==> src/rtl/core_fetch_pkg.sv <==
// Shared fetch-path types and constants, also used by the decoder and branch unit.
package core_fetch_pkg;

    localparam int FETCH_ADDR_W  = 32;
    localparam int FETCH_INSTR_W = 32;

    localparam int unsigned DEFAULT_PC_STEP  = 4;
    localparam int unsigned DEFAULT_RESET_PC = 0;

    // One fetched instruction together with the address it was fetched from.
    typedef struct packed {
        logic [FETCH_ADDR_W-1:0]  pc;
        logic [FETCH_INSTR_W-1:0] instr;
    } fetch_entry_t;

    // Width of a counter that must hold every value from 0 up to and including depth.
    function automatic int ctr_width(input int depth);
        return $clog2(depth + 1);
    endfunction

endpackage

==> src/rtl/fetch_queue_unit_if.sv <==
// Fetch front-end bus: instruction-memory request/response, redirect from execute,
// and the valid/ready handshake towards the decoder.
interface fetch_queue_unit_if #(
    parameter int ADDR_W  = 32,
    parameter int INSTR_W = 32
);
    logic               imem_req;
    logic [ADDR_W-1:0]  imem_addr;
    logic               imem_gnt;
    logic               imem_rvalid;
    logic [INSTR_W-1:0] imem_rdata;
    logic               redirect_valid;
    logic [ADDR_W-1:0]  redirect_pc;
    logic               dec_valid;
    logic               dec_ready;
    logic [INSTR_W-1:0] dec_instr;
    logic [ADDR_W-1:0]  dec_pc;
    logic               protocol_err;

    // The fetch unit itself.
    modport master (
        output imem_req, imem_addr,
        input  imem_gnt, imem_rvalid, imem_rdata,
        input  redirect_valid, redirect_pc,
        output dec_valid, dec_instr, dec_pc,
        input  dec_ready,
        output protocol_err
    );

    // Memory, execute and decoder as seen from the fetch unit.
    modport slave (
        input  imem_req, imem_addr,
        output imem_gnt, imem_rvalid, imem_rdata,
        output redirect_valid, redirect_pc,
        input  dec_valid, dec_instr, dec_pc,
        output dec_ready,
        input  protocol_err
    );
endinterface

==> src/rtl/fetch_fifo.sv <==
// DEPTH-entry synchronous FIFO with clear, occupancy count and combinational head read.
module fetch_fifo
    import core_fetch_pkg::*;
#(
    parameter int WIDTH = 64,
    parameter int DEPTH = 4,
    localparam int CNT_W = ctr_width(DEPTH),
    localparam int PTR_W = $clog2(DEPTH)
) (
    input  logic             clk,
    input  logic             rst,
    input  logic             push,
    input  logic             pop,
    input  logic             clear,
    input  logic [WIDTH-1:0] push_data,
    output logic [WIDTH-1:0] head_data,
    output logic [CNT_W-1:0] count
);

    logic [WIDTH-1:0] mem_q [DEPTH];
    logic [WIDTH-1:0] mem_d [DEPTH];
    logic [PTR_W-1:0] wr_ptr_q, wr_ptr_d;
    logic [PTR_W-1:0] rd_ptr_q, rd_ptr_d;
    logic [CNT_W-1:0] count_q, count_d;
    logic             do_push;
    logic             do_pop;

    // Clear wins over push and pop; pointers wrap naturally because DEPTH is a power of two.
    always_comb begin
        do_push  = push && !clear;
        do_pop   = pop && !clear && (count_q != '0);
        mem_d    = mem_q;
        wr_ptr_d = wr_ptr_q;
        rd_ptr_d = rd_ptr_q;
        count_d  = count_q;
        if (clear) begin
            wr_ptr_d = '0;
            rd_ptr_d = '0;
            count_d  = '0;
        end else begin
            if (do_push) begin
                mem_d[wr_ptr_q] = push_data;
                wr_ptr_d        = wr_ptr_q + PTR_W'(1);
            end
            if (do_pop) begin
                rd_ptr_d = rd_ptr_q + PTR_W'(1);
            end
            count_d = count_q + CNT_W'(do_push) - CNT_W'(do_pop);
        end
    end

    // Storage and pointer registers.
    always_ff @(posedge clk or posedge rst) begin
        if (rst) begin
            for (int i = 0; i < DEPTH; i++) begin
                mem_q[i] <= '0;
            end
            wr_ptr_q <= '0;
            rd_ptr_q <= '0;
            count_q  <= '0;
        end else begin
            mem_q    <= mem_d;
            wr_ptr_q <= wr_ptr_d;
            rd_ptr_q <= rd_ptr_d;
            count_q  <= count_d;
        end
    end

    assign head_data = mem_q[rd_ptr_q];
    assign count     = count_q;

endmodule

==> src/rtl/fetch_queue_unit.sv <==
// Instruction fetch front end: credit-limited request/grant fetching into a small queue
// feeding the decoder, with redirect flushing and discarding of stale responses.
module fetch_queue_unit
    import core_fetch_pkg::*;
#(
    parameter int          ADDR_W   = 32,
    parameter int          INSTR_W  = 32,
    parameter int          DEPTH    = 4,
    parameter int unsigned PC_STEP  = DEFAULT_PC_STEP,
    parameter int unsigned RESET_PC = DEFAULT_RESET_PC
) (
    input logic               clk,
    input logic               rst,
    fetch_queue_unit_if.master bus
);

    localparam int                CNT_W = ctr_width(DEPTH);
    localparam int                OCC_W = CNT_W + 1;
    localparam logic [ADDR_W-1:0] STEP  = ADDR_W'(PC_STEP);
    localparam logic [ADDR_W-1:0] PC0   = ADDR_W'(RESET_PC);

    logic [ADDR_W-1:0] fetch_pc_q, fetch_pc_d;
    logic [ADDR_W-1:0] resp_pc_q, resp_pc_d;
    logic [CNT_W-1:0]  inflight_q, inflight_d;
    logic [CNT_W-1:0]  discard_q, discard_d;
    logic              protocol_err_q, protocol_err_d;

    logic [CNT_W-1:0]          count;
    logic [CNT_W-1:0]          live;
    logic [OCC_W-1:0]          occupancy;
    logic                      req;
    logic                      grant;
    logic                      resp_ok;
    logic                      fifo_push;
    logic                      fifo_pop;
    logic                      dec_v;
    logic [ADDR_W+INSTR_W-1:0] head;

    // Credits: queued words plus live in-flight words may never exceed the queue size.
    always_comb begin
        live      = inflight_q - discard_q;
        occupancy = {1'b0, count} + {1'b0, live};
        req       = !rst && !bus.redirect_valid && (occupancy < OCC_W'(DEPTH))
                    && (inflight_q < CNT_W'(DEPTH));
        grant     = req && bus.imem_gnt;
        resp_ok   = bus.imem_rvalid && (inflight_q != '0);
        fifo_push = resp_ok && !bus.redirect_valid && (discard_q == '0);
        dec_v     = (count != '0) && !bus.redirect_valid;
        fifo_pop  = dec_v && bus.dec_ready;
    end

    // Next-state of the PCs and counters; a redirect overrides normal advance.
    always_comb begin
        fetch_pc_d     = fetch_pc_q;
        resp_pc_d      = resp_pc_q;
        discard_d      = discard_q;
        protocol_err_d = protocol_err_q | (bus.imem_rvalid && (inflight_q == '0));
        inflight_d     = inflight_q + CNT_W'(grant) - CNT_W'(resp_ok);
        if (bus.redirect_valid) begin
            fetch_pc_d = bus.redirect_pc;
            resp_pc_d  = bus.redirect_pc;
            discard_d  = inflight_q - CNT_W'(resp_ok);
        end else begin
            if (grant) begin
                fetch_pc_d = fetch_pc_q + STEP;
            end
            if (resp_ok) begin
                if (discard_q != '0) begin
                    discard_d = discard_q - CNT_W'(1);
                end else begin
                    resp_pc_d = resp_pc_q + STEP;
                end
            end
        end
    end

    // Fetch state registers.
    always_ff @(posedge clk or posedge rst) begin
        if (rst) begin
            fetch_pc_q     <= PC0;
            resp_pc_q      <= PC0;
            inflight_q     <= '0;
            discard_q      <= '0;
            protocol_err_q <= 1'b0;
        end else begin
            fetch_pc_q     <= fetch_pc_d;
            resp_pc_q      <= resp_pc_d;
            inflight_q     <= inflight_d;
            discard_q      <= discard_d;
            protocol_err_q <= protocol_err_d;
        end
    end

    fetch_fifo #(
        .WIDTH(ADDR_W + INSTR_W),
        .DEPTH(DEPTH)
    ) u_fifo (
        .clk      (clk),
        .rst      (rst),
        .push     (fifo_push),
        .pop      (fifo_pop),
        .clear    (bus.redirect_valid),
        .push_data({resp_pc_q, bus.imem_rdata}),
        .head_data(head),
        .count    (count)
    );

    assign bus.imem_req     = req;
    assign bus.imem_addr    = fetch_pc_q;
    assign bus.dec_valid    = dec_v;
    assign bus.dec_pc       = head[ADDR_W+INSTR_W-1 -: ADDR_W];
    assign bus.dec_instr    = head[INSTR_W-1:0];
    assign bus.protocol_err = protocol_err_q;

endmodule

==> src/flat_wrapper.sv <==
// flat-port wrapper written by rule: the top's interface ports become plain ports
module fetch_queue_unit_flat import core_fetch_pkg::*;
#(
    parameter int          ADDR_W   = 32,
    parameter int          INSTR_W  = 32,
    parameter int          DEPTH    = 4,
    parameter int unsigned PC_STEP  = DEFAULT_PC_STEP,
    parameter int unsigned RESET_PC = DEFAULT_RESET_PC
)
  (clk, rst, bus_imem_req, bus_imem_addr, bus_imem_gnt, bus_imem_rvalid, bus_imem_rdata, bus_redirect_valid, bus_redirect_pc, bus_dec_valid, bus_dec_instr, bus_dec_pc, bus_dec_ready, bus_protocol_err);
  fetch_queue_unit_if #(.ADDR_W(ADDR_W), .INSTR_W(INSTR_W)) bus_i ();
  input logic clk;
  input logic rst;
  output wire logic [$bits(bus_i.imem_req)-1:0] bus_imem_req;
  output wire logic [$bits(bus_i.imem_addr)-1:0] bus_imem_addr;
  input wire logic [$bits(bus_i.imem_gnt)-1:0] bus_imem_gnt;
  input wire logic [$bits(bus_i.imem_rvalid)-1:0] bus_imem_rvalid;
  input wire logic [$bits(bus_i.imem_rdata)-1:0] bus_imem_rdata;
  input wire logic [$bits(bus_i.redirect_valid)-1:0] bus_redirect_valid;
  input wire logic [$bits(bus_i.redirect_pc)-1:0] bus_redirect_pc;
  output wire logic [$bits(bus_i.dec_valid)-1:0] bus_dec_valid;
  output wire logic [$bits(bus_i.dec_instr)-1:0] bus_dec_instr;
  output wire logic [$bits(bus_i.dec_pc)-1:0] bus_dec_pc;
  input wire logic [$bits(bus_i.dec_ready)-1:0] bus_dec_ready;
  output wire logic [$bits(bus_i.protocol_err)-1:0] bus_protocol_err;
  assign bus_imem_req = bus_i.imem_req;
  assign bus_imem_addr = bus_i.imem_addr;
  assign bus_i.imem_gnt = bus_imem_gnt;
  assign bus_i.imem_rvalid = bus_imem_rvalid;
  assign bus_i.imem_rdata = bus_imem_rdata;
  assign bus_i.redirect_valid = bus_redirect_valid;
  assign bus_i.redirect_pc = bus_redirect_pc;
  assign bus_dec_valid = bus_i.dec_valid;
  assign bus_dec_instr = bus_i.dec_instr;
  assign bus_dec_pc = bus_i.dec_pc;
  assign bus_i.dec_ready = bus_dec_ready;
  assign bus_protocol_err = bus_i.protocol_err;
  fetch_queue_unit #(.ADDR_W(ADDR_W), .INSTR_W(INSTR_W), .DEPTH(DEPTH), .PC_STEP(PC_STEP), .RESET_PC(RESET_PC)) u_core (.clk(clk), .rst(rst), .bus(bus_i));
endmodule
==> config.mk <==
export PLATFORM = sky130hd
export DESIGN_NAME = fetch_queue_unit_flat
export DESIGN_NICKNAME = d
export VERILOG_FILES = /design/src/rtl/core_fetch_pkg.sv /design/src/rtl/fetch_queue_unit_if.sv /design/src/rtl/fetch_fifo.sv /design/src/rtl/fetch_queue_unit.sv /design/src/flat_wrapper.sv
export SDC_FILE = /design/constraint.sdc
export NUM_CORES = 1
export LEC_CHECK = 0
export BUFFER_PORTS_ARGS = -buffer_cell sky130_fd_sc_hd__buf_2
export CORE_ASPECT_RATIO = 0.8
export CORE_MARGIN = 2
export CORE_UTILIZATION = 53
export CTS_CLUSTER_SIZE = 25
export DETAILED_ROUTE_END_ITERATION = 16
export PLACE_DENSITY = 0.85
export REMOVE_ABC_BUFFERS = 1
export SYNTH_ARGS = -nofsm -noshare
export SYNTH_HDL_FRONTEND = slang
export SYNTH_HIERARCHICAL = 1
export SYNTH_SLANG_ARGS = --single-unit
export TNS_END_PERCENT = 100
==> constraint.sdc <==
create_clock -name clk -period 8.5 [get_ports clk]
set_input_delay 0.85 -clock clk [delete_from_list [all_inputs] [get_ports clk]]
set_output_delay 0.85 -clock clk [all_outputs]
set_load 0.01 [all_outputs]
==> flow_summary_export.csv <==
group,metric,value,unit
placed_design,gp_congestion,0.828,
setup_path,cp.arrival,5020,ps
global_routing,grt_usage,0.238,
timing,finalSetupTns,0,ps
logic_synthesis,syn_area_per_cell,14.2,um2
setup_path,worstSetupStartpoint,"u_core/inflight_q[0]",
min_path,worstHoldStart,"u_core/bus.protocol_err",
global_routing,grt_pass1_vias,10378,
min_path,hold_path.class,"reg -> reg",
outcome,status,"completed",
clocking,cts_buffers,36,
routing,vias_per_cell,6.06,
logic_synthesis,synth-xor-area-share,0.0241,
logic_synthesis,synthCells,1114,
logic_synthesis,netlist_area,15800,um2
final_layout,drive_above_1_share,0.445,
setup_path,critical_path_required,8930,ps
timing,min_period_over_period,0.541,
logic_synthesis,synth_compound_area_frac,0.0363,
floorplan,fp.coreArea,29400,um2
setup_path,worstSetupPathType,"reg -> reg",
setup_path,crit_chain,"inv_1 > ha_1 > inv_1 > fa_1 > xor2_1 > xnor2_1 > ha_1 > nor4_4 > and4b_1 > inv_2 > ha_1 > inv_1 > ha_1 > inv_1 > fa_1 > xnor2_1 > xnor2_1",
routing,drc,0,
floorplan,start_util,0.538,
setup_path,critPathCaptureType,"flip-flop",
logic_synthesis,ys_warn_count,6,
power,ir_drop,0.166,mV
logic_synthesis,yosys.area_share.simple,0.0724,
timing,period_needed,4600,ps
setup_path,cpMaxStageDelayCell,"and4b_1",
logic_synthesis,ys_types,58,
final_layout,final_util,0.608,
floorplan,design.portCount,169,
timing,skew,17.6,ps
power,power-per-cell-area,251,nW/um2
floorplan,fp-row-count,56,
setup_path,crit_fanout,29,
floorplan,die-height,158,um
clocking,clk_pin_slew,60,ps
clocking,cts.repair.resized,0,
logic_synthesis,synth_mux_area_frac,0.282,
logic_synthesis,synth-edff-count,0,
routing,vias,10112,
setup_path,path_buf_inv,5,
routing,ant_nets,0,
routing,drt_iter0_drc,664,
setup_path,critPathMaxStageDelay,760,ps
setup_path,cp_top_family,"adder cells",
timing,max_freq,217,MHz
logic_synthesis,synth_ff_type,"dfrtp_1",
timing,finalSetupViolCount,0,
final_layout,multiInputGateArea,6830,um2
logic_synthesis,synth_top_family_by_area,"multiplexers",
global_routing,grt_pass1_wl,57500,um
power,p_leak,8.54,nW
clocking,clock_latency,510,ps
final_layout,area_growth,12.9,%
setup_path,r2r_setup_slack,3900,ps
timing,slew_viol_final,0,
timing,slew_headroom,0.230,
timing,hold_viol,0,
final_layout,seq_area,8370,um2
clocking,clockRootBuffer,"clkbuf_16",
run,maxCapViolCount,0,
logic_synthesis,ys_seq_elements,334,
logic_synthesis,ys_seq_area_frac,0.529,
setup_path,r2r-start,"u_core/inflight_q[0]",
placed_design,port_buffers,168,
final_layout,final_net_count,1360,
clocking,cts_sinks,334,
clocking,h-tree-depth,2,
logic_synthesis,synth-adder-area-share,0.0173,
logic_synthesis,async_flop_share,1.00,
global_routing,grt_max_degree,150,
floorplan,die_w,197,um
final_layout,fillers,2202,
global_routing,antenna_found_initial,1,
timing,rsz0062_at_grt,"no",
placed_design,post-dp-hpwl,23500,um
clocking,cts_hold_buf,0,
setup_path,startpoint_type,"flip-flop",
timing,hold_slack,453,ps
timing,tightest_slew,1150,ps
routing,first_pass_iters,5,
power,power,4.49,mW
floorplan,dieArea,31200,um2
clocking,ctsLongestPathBuffers,3,
clocking,cts_tree,"done",
routing,wl_per_cell,21.9,um
clocking,postCtsSetupBuffers,0,
routing,routed_wirelength,36500,um
global_routing,grt-ovfl-total,0,
==> final cells by class <==
| class | instances | area share |
|---|---|---|
| antenna | 1 | 0.000140 |
| clock buffer | 51 | 0.0571 |
| clock inverter | 9 | 0.00533 |
| inverter | 24 | 0.00547 |
| multi-input combinational | 691 | 0.383 |
| sequential | 334 | 0.469 |
| tap | 377 | 0.0264 |
| timing repair buffer | 183 | 0.0535 |
==> power breakdown <==
| group | internal (mW) | switching [mW] |
|---|---|---|
| registers | 1.82 | 0.181 |
| logic | 0.510 | 0.474 |
| clock network | 0.891 | 0.605 |
==> state kept, by name, summed over array words and instances (netlist names) <==
register                 cells
u_core/bus.imem_addr        32
u_core/bus.protocol_err      1
u_core/discard_q             3
u_core/inflight_q            3
u_core/resp_pc_q            32
u_core/u_fifo/count          3
u_core/u_fifo/mem_q        256
u_core/u_fifo/rd_ptr_q       2
u_core/u_fifo/wr_ptr_q       2
==> routing by layer <==
layer  vias up  GRT usage  part of all wire
met1      5267      0.332              0.43
met4         0     0.0759             0.025
met2       361      0.376              0.47
li1       4415          -                 -
met3        69     0.0530             0.074
met5         -          0                 0
==> cells by family (layout without fill, tap and decap cells) <==
group,Yosys count,in the layout
AND/OR/NAND/NOR,207,207
other,0,1
flip-flops,334,334
multiplexers,332,332
buffers and inverters,89,267
adder cells (fa/ha/maj),20,20
XOR/XNOR,42,42
AO/OA/AOI/OAI,90,90
==> Yosys cell counts, types with 4 or more instances <==
master / n / area [um2]
a21boi_0: 9 / 67.6
a21oi_1: 9 / 45.0
a31oi_1: 7 / 43.8
and2_1: 10 / 62.6
and3_1: 15 / 93.8
and4_1: 5 / 43.8
buf_2: 14 / 70.1
buf_4: 5 / 37.5
buf_6: 28 / 315
clkbuf_1: 13 / 48.8
clkbuf_8: 4 / 55.1
dfrtp_1: 334 / 8360
ha_1: 17 / 213
inv_1: 23 / 86.3
mux2_2: 265 / 2980
mux4_2: 64 / 1440
nand2_1: 48 / 180
nand2b_1: 5 / 31.3
nand3_1: 28 / 140
nand3b_1: 6 / 45.0
nand4_1: 21 / 131
nor2_1: 33 / 124
nor3_1: 7 / 35.0
o211ai_1: 11 / 82.6
o21ai_0: 35 / 175
o311ai_0: 5 / 43.8
or3_1: 5 / 31.3
or4_1: 6 / 45.0
xnor2_1: 21 / 184
xor2_1: 20 / 175
==> stage by stage <==
stage,setup WS [ps],instance area (um2),instances
after global placement,4200,16700,1609
after global routing,3650,17800,1669
final,3900,17800,1670
after floorplan,410,15300,1049
after CTS,3990,17800,1669
after detailed placement,4030,16700,1609
==> final timing paths <==
kind	end	cells past startpoint
hold / removal	u_core/bus.protocol_err	1
hold reg to reg	u_core/bus.protocol_err	1
setup reg to reg	u_core/inflight_q[2]	17
max in group asynchronous	u_core/u_fifo/mem_q[61]	3
setup / recovery	u_core/inflight_q[2]	17
min in group asynchronous	u_core/u_fifo/rd_ptr_q[0]	2
==> placed cells by master, fill, tap and decap left out, types with 3 or more instances in the layout <==
cell | netlist | layout
clkbuf_16 | 0 | 37
a31oi_1 | 7 | 7
mux2_2 | 265 | 265
nor2b_1 | 3 | 3
and3_1 | 15 | 15
clkbuf_1 | 13 | 10
or4_1 | 6 | 6
and4_1 | 5 | 5
nand3b_1 | 6 | 6
xnor2_1 | 21 | 21
xor2_1 | 20 | 20
nand2_1 | 48 | 48
clkinv_2 | 0 | 7
nand2b_1 | 5 | 5
mux4_2 | 64 | 64
or3_1 | 5 | 5
nor2_1 | 33 | 33
o21ai_0 | 35 | 35
nand4_1 | 21 | 21
dfrtp_1 | 334 | 332
o211ai_1 | 11 | 11
clkbuf_8 | 4 | 4
and2_1 | 10 | 10
nor3_1 | 7 | 7
o31ai_1 | 3 | 3
mux2i_1 | 3 | 3
fa_1 | 3 | 3
a21boi_0 | 9 | 9
nand3_1 | 28 | 28
inv_1 | 23 | 21
buf_2 | 14 | 168
buf_4 | 5 | 15
o311ai_0 | 5 | 5
a21oi_1 | 9 | 9
ha_1 | 17 | 17
Power figures use the tool's default switching activity.
